`config.mk`:
```
export PLATFORM = sky130hd
export DESIGN_NAME = multi_button_pulser
export DESIGN_NICKNAME = d
export VERILOG_FILES = /design/src/rtl/multi_button_pulser_pkg.sv /design/src/rtl/button_pulser_channel.sv /design/src/rtl/multi_button_pulser.sv
export SDC_FILE = /design/constraint.sdc
export NUM_CORES = 1
export LEC_CHECK = 0
export CORE_UTILIZATION = 59
export DETAILED_ROUTE_END_ITERATION = 8
export HOLD_SLACK_MARGIN = 0.15
export PLACE_DENSITY_LB_ADDON = 0.1
export SYNTH_ARGS = -nofsm -noshare
export SYNTH_HDL_FRONTEND = slang
export SYNTH_HIERARCHICAL = 1
export SYNTH_SLANG_ARGS = --single-unit
```
`constraint.sdc`:
```
create_clock -name Clock -period 2.1 [get_ports Clock]
set_input_delay 0.315 -clock Clock [delete_from_list [all_inputs] [get_ports Clock]]
set_output_delay 0.315 -clock Clock [all_outputs]
set_load 0.02 [all_outputs]
```
`src/rtl/multi_button_pulser_pkg.sv`:
```
// Shared types and helpers for the multi-channel button pulser.
package multi_button_pulser_pkg;

  typedef enum logic [1:0] {
    StIdle,
    StHeld,
    StRepeat
  } hold_state_t;

  // Counter width able to hold the value n.
  function automatic int unsigned cntw(input int unsigned n);
    return $clog2(n + 1);
  endfunction

endpackage

```
`src/rtl/button_pulser_channel.sv`:
```
// One button channel: two-flop synchroniser, debounce counter, hold FSM with auto-repeat timer.
module button_pulser_channel
  import multi_button_pulser_pkg::*;
#(
  parameter int unsigned DEBOUNCE      = 4,
  parameter int unsigned REPEAT_DELAY  = 16,
  parameter int unsigned REPEAT_PERIOD = 4
) (
  input  logic clk_i,
  input  logic rst_ni,
  input  logic btn_i,
  input  logic repeat_en_i,
  output logic press_o,
  output logic release_o,
  output logic level_o
);

  localparam int unsigned RMax = (REPEAT_DELAY > REPEAT_PERIOD) ? REPEAT_DELAY : REPEAT_PERIOD;
  localparam int unsigned DW   = cntw(DEBOUNCE);
  localparam int unsigned RW   = cntw(RMax);

  localparam logic [DW-1:0] DebLast    = DW'(DEBOUNCE - 1);
  localparam logic [RW-1:0] DelayLast  = RW'(REPEAT_DELAY - 1);
  localparam logic [RW-1:0] PeriodLast = RW'(REPEAT_PERIOD - 1);

  logic          s1_q, s1_d;
  logic          s2_q, s2_d;
  logic [DW-1:0] dcnt_q, dcnt_d;
  logic          level_q, level_d;
  hold_state_t   state_q, state_d;
  logic [RW-1:0] rcnt_q, rcnt_d;
  logic          press_q, press_d;
  logic          release_q, release_d;
  logic          rise, fall;

  always_comb begin
    s1_d    = btn_i;
    s2_d    = s1_q;
    dcnt_d  = '0;
    level_d = level_q;
    rise    = 1'b0;
    fall    = 1'b0;
    if (s2_q != level_q) begin
      if (dcnt_q == DebLast) begin
        level_d = s2_q;
        rise    = s2_q;
        fall    = ~s2_q;
      end else begin
        dcnt_d = dcnt_q + 1'b1;
      end
    end
  end

  always_comb begin
    state_d   = state_q;
    rcnt_d    = rcnt_q;
    press_d   = 1'b0;
    release_d = 1'b0;
    // A release always takes priority over any repeat terminal count.
    if (fall) begin
      state_d   = StIdle;
      rcnt_d    = '0;
      release_d = 1'b1;
    end else begin
      unique case (state_q)
        StIdle: begin
          if (rise) begin
            press_d = 1'b1;
            state_d = StHeld;
            rcnt_d  = '0;
          end
        end
        StHeld: begin
          if (!repeat_en_i) begin
            rcnt_d = '0;
          end else if (rcnt_q == DelayLast) begin
            press_d = 1'b1;
            state_d = StRepeat;
            rcnt_d  = '0;
          end else begin
            rcnt_d = rcnt_q + 1'b1;
          end
        end
        StRepeat: begin
          if (!repeat_en_i) begin
            state_d = StHeld;
            rcnt_d  = '0;
          end else if (rcnt_q == PeriodLast) begin
            press_d = 1'b1;
            rcnt_d  = '0;
          end else begin
            rcnt_d = rcnt_q + 1'b1;
          end
        end
        default: begin
          state_d = StIdle;
          rcnt_d  = '0;
        end
      endcase
    end
  end

  always_ff @(posedge clk_i) begin
    if (!rst_ni) begin
      s1_q      <= 1'b0;
      s2_q      <= 1'b0;
      dcnt_q    <= '0;
      level_q   <= 1'b0;
      state_q   <= StIdle;
      rcnt_q    <= '0;
      press_q   <= 1'b0;
      release_q <= 1'b0;
    end else begin
      s1_q      <= s1_d;
      s2_q      <= s2_d;
      dcnt_q    <= dcnt_d;
      level_q   <= level_d;
      state_q   <= state_d;
      rcnt_q    <= rcnt_d;
      press_q   <= press_d;
      release_q <= release_d;
    end
  end

  assign press_o   = press_q;
  assign release_o = release_q;
  assign level_o   = level_q;

endmodule

```
`src/rtl/multi_button_pulser.sv`:
```
// Array of independent debounced button channels emitting press/release strobes.
module multi_button_pulser
  import multi_button_pulser_pkg::*;
#(
  parameter int unsigned CHANNELS      = 4,
  parameter int unsigned DEBOUNCE      = 4,
  parameter int unsigned REPEAT_DELAY  = 16,
  parameter int unsigned REPEAT_PERIOD = 4
) (
  input  logic                Clock,
  input  logic                Reset_n,
  input  logic [CHANNELS-1:0] in,
  input  logic [CHANNELS-1:0] repeatEn,
  output logic [CHANNELS-1:0] press,
  output logic [CHANNELS-1:0] release_o,
  output logic [CHANNELS-1:0] level
);

  for (genvar g = 0; g < CHANNELS; g++) begin : g_ch
    button_pulser_channel #(
      .DEBOUNCE     (DEBOUNCE),
      .REPEAT_DELAY (REPEAT_DELAY),
      .REPEAT_PERIOD(REPEAT_PERIOD)
    ) u_ch (
      .clk_i      (Clock),
      .rst_ni     (Reset_n),
      .btn_i      (in[g]),
      .repeat_en_i(repeatEn[g]),
      .press_o    (press[g]),
      .release_o  (release_o[g]),
      .level_o    (level[g])
    );
  end

endmodule
```
==> Word-level counts from Yosys, hierarchy flattened <==
Index checks and enable logic that the tools add are counted.
{ "op_classes": {"n_eq_ne": 40, "reduce_logical": 20, "bitwise": 9, "mux": 88, "add_sub_neg": 8} }
{ "ops": {"columns": ["operator", "n"], "rows": [
  ["2-to-1 mux 5 bit", 20],
  ["one-hot mux 5 bit (3 select lines)", 4],
  ["2-to-1 mux 1 bit", 40],
  ["2-to-1 mux 2 bit", 16],
  ["one-hot mux 2 bit (3 select lines)", 4],
  ["adder 5 x 1 -> 5 bit (second input constant)", 4],
  ["== test 5 x 2 -> 1 bit (second input constant)", 4],
  ["== test 5 x 4 -> 1 bit (second input constant)", 4],
  ["!= test 2 x 1 -> 1 bit (second input constant)", 8],
  ["!= test 2 bit (second input constant)", 8],
  ["AND reduction 4 bit", 4],
  ["adder 3 x 1 -> 3 bit (second input constant)", 4],
  ["== test 3 x 2 -> 1 bit (second input constant)", 4],
  ["one-hot mux 1 bit (3 select lines)", 4],
  ["OR reduction 3 bit", 4],
  ["NOT 1 bit", 9],
  ["== test 2 x 1 -> 1 bit (second input constant)", 4],
  ["== test 2 bit (second input constant)", 4],
  ["logical NOT 2 bit", 4],
  ["AND reduction 2 bit", 4],
  ["OR reduction 2 bit", 4],
  ["!= test 1 bit", 4]
]} }
{ "word_totals": {"out_inout_bits": 12, "reg_bits": 60} }

==> Depth between registers and ports, before layout <==
{ "depth": {"ltp_word": 5, "depth_mapped": 8} }

==> Hierarchy <==
Netlist, hierarchy kept.
{ "modules_own_cells": {"columns": ["module", "cells_per_inst", "instances", "area_per_inst_um2", "seq_area_each_um2"], "rows": [
  ["button_pulser_channel at g_ch[0].u_ch ...", 90, 3, 800.8, 300.3],
  ["button_pulser_channel at g_ch[3].u_ch", 89, 1, 788.3, 300.3]
]} }

==> Worst setup path after synthesis <==
OpenSTA, ideal clock, no wires.
{ "synth_path": {"path_kind": "register to register", "from": "register g_ch[0].u_ch.rcnt_q[0]", "to": "register g_ch[0].u_ch.state_q[1]", "arrival_time_ps": 1444, "setup_slack_ps": 595, "n_path_buf": 0, "required_ps": 2039, "setup_ps": 61, "path_stages_with_launch": 8, "synth_period_minus_slack_ps": 1505, "path_cell_list": "dfxtp_1 ha_1 nand3_1 inv_1 ha_1 nand2_1 a222oi_1 o221a_1"} }
{ "synth_between": {"elab_chain_cells": 3} }
{ "synth_lines": {"columns": ["element", "line", "text"], "rows": [
  ["start: declaration", "button_pulser_channel.sv:31", "logic [RW-1:0] rcnt_q, rcnt_d;"],
  ["start signal: assignment", "button_pulser_channel.sv:119", "rcnt_q <= rcnt_d;"],
  ["== test 5 x 4 -> 1 bit", "button_pulser_channel.sv:76", "end else if (rcnt_q == DelayLast) begin"],
  ["!= test 2 x 1 -> 1 bit (no line)", null, null],
  ["AND reduction 4 bit (no line)", null, null],
  ["end signal: assignment", "button_pulser_channel.sv:109", "state_q <= StIdle;"],
  ["end signal: assignment", "button_pulser_channel.sv:118", "state_q <= state_d;"],
  ["end: declaration", "button_pulser_channel.sv:30", "hold_state_t state_q, state_d;"]
]} }
Every way passes these cells.
A chain may end at the register's enable or synchronous reset.

==> Final worst setup path <==
{ "layout_path": {"from": "register g_ch[2].u_ch.rcnt_q[0]", "to": "register g_ch[2].u_ch.state_q[1]"} }
{ "layout_between": {"elab_chain_cells": 3} }
{ "layout_lines": {"columns": ["element", "line"], "rows": [
  ["start: declaration", "button_pulser_channel.sv:31"],
  ["start signal: assignment", "button_pulser_channel.sv:119"],
  ["== test 5 x 4 -> 1 bit", "button_pulser_channel.sv:76"],
  ["!= test 2 x 1 -> 1 bit (no line)", null],
  ["AND reduction 4 bit (no line)", null],
  ["end signal: assignment", "button_pulser_channel.sv:109"],
  ["end signal: assignment", "button_pulser_channel.sv:118"],
  ["end: declaration", "button_pulser_channel.sv:30"]
]} }
Every way passes these cells.

==> results.md <==
* Status: finished, final reports clean
* Drt pass-1 iters at 6
* Hold Buf Count CTS at 0
* Fin area at 3660 µm²
* First-pass GRT wire length at 9640 µm
* Final min period at 1.79 ns
* Critical path's slowest cell: a222oi_1
* Area after DPL at between 3000 and 4000 µm²
* Max Cap Violations at 0
* Setup Viol. Count Final at 0
* Largest net degree at the start of global routing at 18
* Syn Area/Cell at 8.89 µm²
* Post-route clock skew at 0.00710 ns
* Setup CP Type: flop to flop
* Area growth, synth to finish at 14.6%
* Io pins at 22
* Distinct cells, synth at 25
* Detail Route Antenna Nets at 0
* Rel. slew slack at 0.650
* Nets at 437
* Area of the core at slightly above 5000 µm²
* Die Y-Extent at 75.5 µm
* Clock Pin Slew Worst Setup and Hold Paths at roughly 0.06 ns
* Final period utilization at 0.854
* DRC at 0
* Post-Synthesis Cells at 359
* Setup TNS at 0 ns
* Slowest cell delay on critical path at 0.43 ns
* Clock Latency Late Sink at 0.32 ns
* WL/cell at 12.8 µm
* DR vias at 2598
* DRT iter0 DRCs at 100
* Worst EP arrival at slightly above 2 ns
* Chip width at 75.5 µm
* WHS at 0.419 ns
* Pre-CTS WS at 0.240 ns
* Setup Fix Bufs, Post-CTS at 0
* #FFs+latches synth at 60
* Final Hold Vio Count at 0
* Share of cells above drive strength 1 at 0.0662
* Post-DP HPWL at around 4300 µm
* Gr ovfl total at 0
* Commonest non-fill, non-tap cell in the layout: dfxtp_1
* Fillers at roughly 400
* Antenna diodes at 0
* Yosys Warn Count at 6
* Routed WL at 5920 µm
* Crit Path Max Fanout at 4
* Hold Path Class: flop to flop
* Htree depth at 3
* Max-slew violations at 0
* Syn Std Cell Area at 3190 µm²
* Leak at 0.00160 µW
* Initial antenna violation count at 0
* GR Util All Layers at 0.222
* Net Count, Synth at just over 400
* Port Buffers at 21
* Final Wtd Congestion at 0.824
* Crit end category: flop
* Hold_sp: g_ch[1].u_ch/dcnt_q[0]
* Worst-Margin Slew at ~0.52 ns
* Post-cts sizing count at 0
* Utilization after layout at 0.707
* Worst Slack Setup Final at around 0.31 ns
* Crit path top cell by count: ha_1
* CP startpoint: g_ch[2].u_ch/rcnt_q[0]
* Worst path cell trace: ha_1 -> nand3_1 -> inv_1 -> ha_1 -> nand2_1 -> a222oi_1 -> o221a_1
* Max Freq at approximately 560 MHz
* Clk sink count at 60
* Initial Util at 0.617
* Sequential-to-total area share from yosys stat at 0.376
* Root Driver: clkbuf_8
* Cell Pwr Density at about 860 nW/µm²
* Row count at 26
* Vias in the first global route at roughly 2300
* Required @ worst endpoint at 2.36 ns
* Via density at 5.61
* Most frequent cells in the layout: dfxtp_1 (60), nand3_1 (44), ha_1 (39), nand2_1 (36), nor2_1 (32)
* CTS max path bufs at 2
* Number of CTS-inserted buffers at 9
* CP Launch Type: flop
* TritonCTS clock tree: built
* RSZ-0062 raised after global routing: false
* Die area at 5710 µm²
* Worst reg2reg path startpoint: g_ch[2].u_ch/rcnt_q[0]
* Worst VDD drop at 0.000721 V
==> registers in the layout, indices dropped and copies added, names as in the netlist <==
name / cells
g_ch.u_ch/s1_q: 4
g_ch.u_ch/state_q: 8
g_ch.u_ch/s2_q: 4
g_ch.u_ch/dcnt_q: 12
g_ch.u_ch/release_o: 4
g_ch.u_ch/level_o: 4
g_ch.u_ch/press_o: 4
g_ch.u_ch/rcnt_q: 20
==> stage by stage <==
| step | power (µW) | std cells |
|---|---|---|
| 2_1_floorplan | 1990 | 359 |
| 3_3_place_gp | 2200 | 447 |
| 3_5_place_dp | 2210 | 447 |
| 4_1_cts | 3160 | 463 |
| 5_1_grt | 3340 | 463 |
| 6_report | 3130 | 463 |
==> layout make-up <==
| class | count | area (µm²) | share of cell area |
|---|---|---|---|
| Clock buffer | 15 | 176 | 0.0482 |
| Sequential cell | 60 | 1200 | 0.328 |
| Inverter | 28 | 105 | 0.0287 |
| Timing Repair Buffer | 22 | 218 | 0.0595 |
| Tap cell | 70 | 87.6 | 0.0239 |
| Clock inverter | 1 | 5.00 | 0.00137 |
| Multi-Input combinational cell | 267 | 1860 | 0.510 |
==> cells by family after synthesis <==
logic type | after synthesis | share of synthesized area
simple gates | 180 | 0.318
fa+ha+maj | 39 | 0.153
xor+xnor | 4 | 0.0110
buf+inv | 32 | 0.0392
compound gates | 40 | 0.0878
flops | 60 | 0.376
mux | 4 | 0.0141
==> synthesized netlist by cell type <==
master    count  share of area
a21oi_1      16          0.025
a222oi_1      4          0.013
a32oi_1       4          0.011
and2_1       16          0.031
buf_2         4         0.0063
dfxtp_1      60           0.38
ha_1         39           0.15
inv_1        28          0.033
mux2_2        4          0.014
nand2_1      36          0.042
nand2b_1      4         0.0078
nand3_1      44          0.069
nand3b_1      8          0.019
nand3b_4      4          0.025
nand4_1      12          0.024
nand4b_1      8          0.022
nor2_1       32          0.038
nor2b_1       4         0.0078
nor3_1        4         0.0063
nor4b_2       4          0.019
o21ai_1       4         0.0063
o221a_1       4          0.014
o31ai_1       8          0.019
or3_1         4         0.0078
xnor2_1       4          0.011
==> power breakdown <==
part           switching, µW  internal [µW]
Clock                    411            525
Combinational            585            318
Sequential              80.5           1210
==> worst max-delay path, delay by kind of cell, from the launching register on <==
family / cells / cell delay (ns)
buffers and inverters: 1 / 0.08
and+or+nand+nor: 2 / 0.17
AOI/OAI and AO/OA: 2 / 0.73
adders and majority gates: 2 / 0.39
DFF: 1 / 0.37
==> metal layers <==
layer	GRT usage	vias up	share of wire	wire, µm
li1	-	1333	-	-
met1	0.262	1206	0.45	2690
met2	0.387	54	0.49	2920
met3	0.0529	5	0.041	240
met4	0.0885	0	0.013	75
met5	0	-	0	0
==> worst paths after layout <==
path | endpoint | slack [ns] | depth (start not counted)
setup / recovery | g_ch[2].u_ch/state_q[1] | 0.31 | 7
hold / removal | g_ch[1].u_ch/dcnt_q[0] | 0.42 | 1
setup reg to reg | g_ch[2].u_ch/state_q[1] | 0.31 | 7
hold reg to reg | g_ch[1].u_ch/dcnt_q[0] | 0.42 | 1
Note: power is estimated with default switching activity, not from simulation.
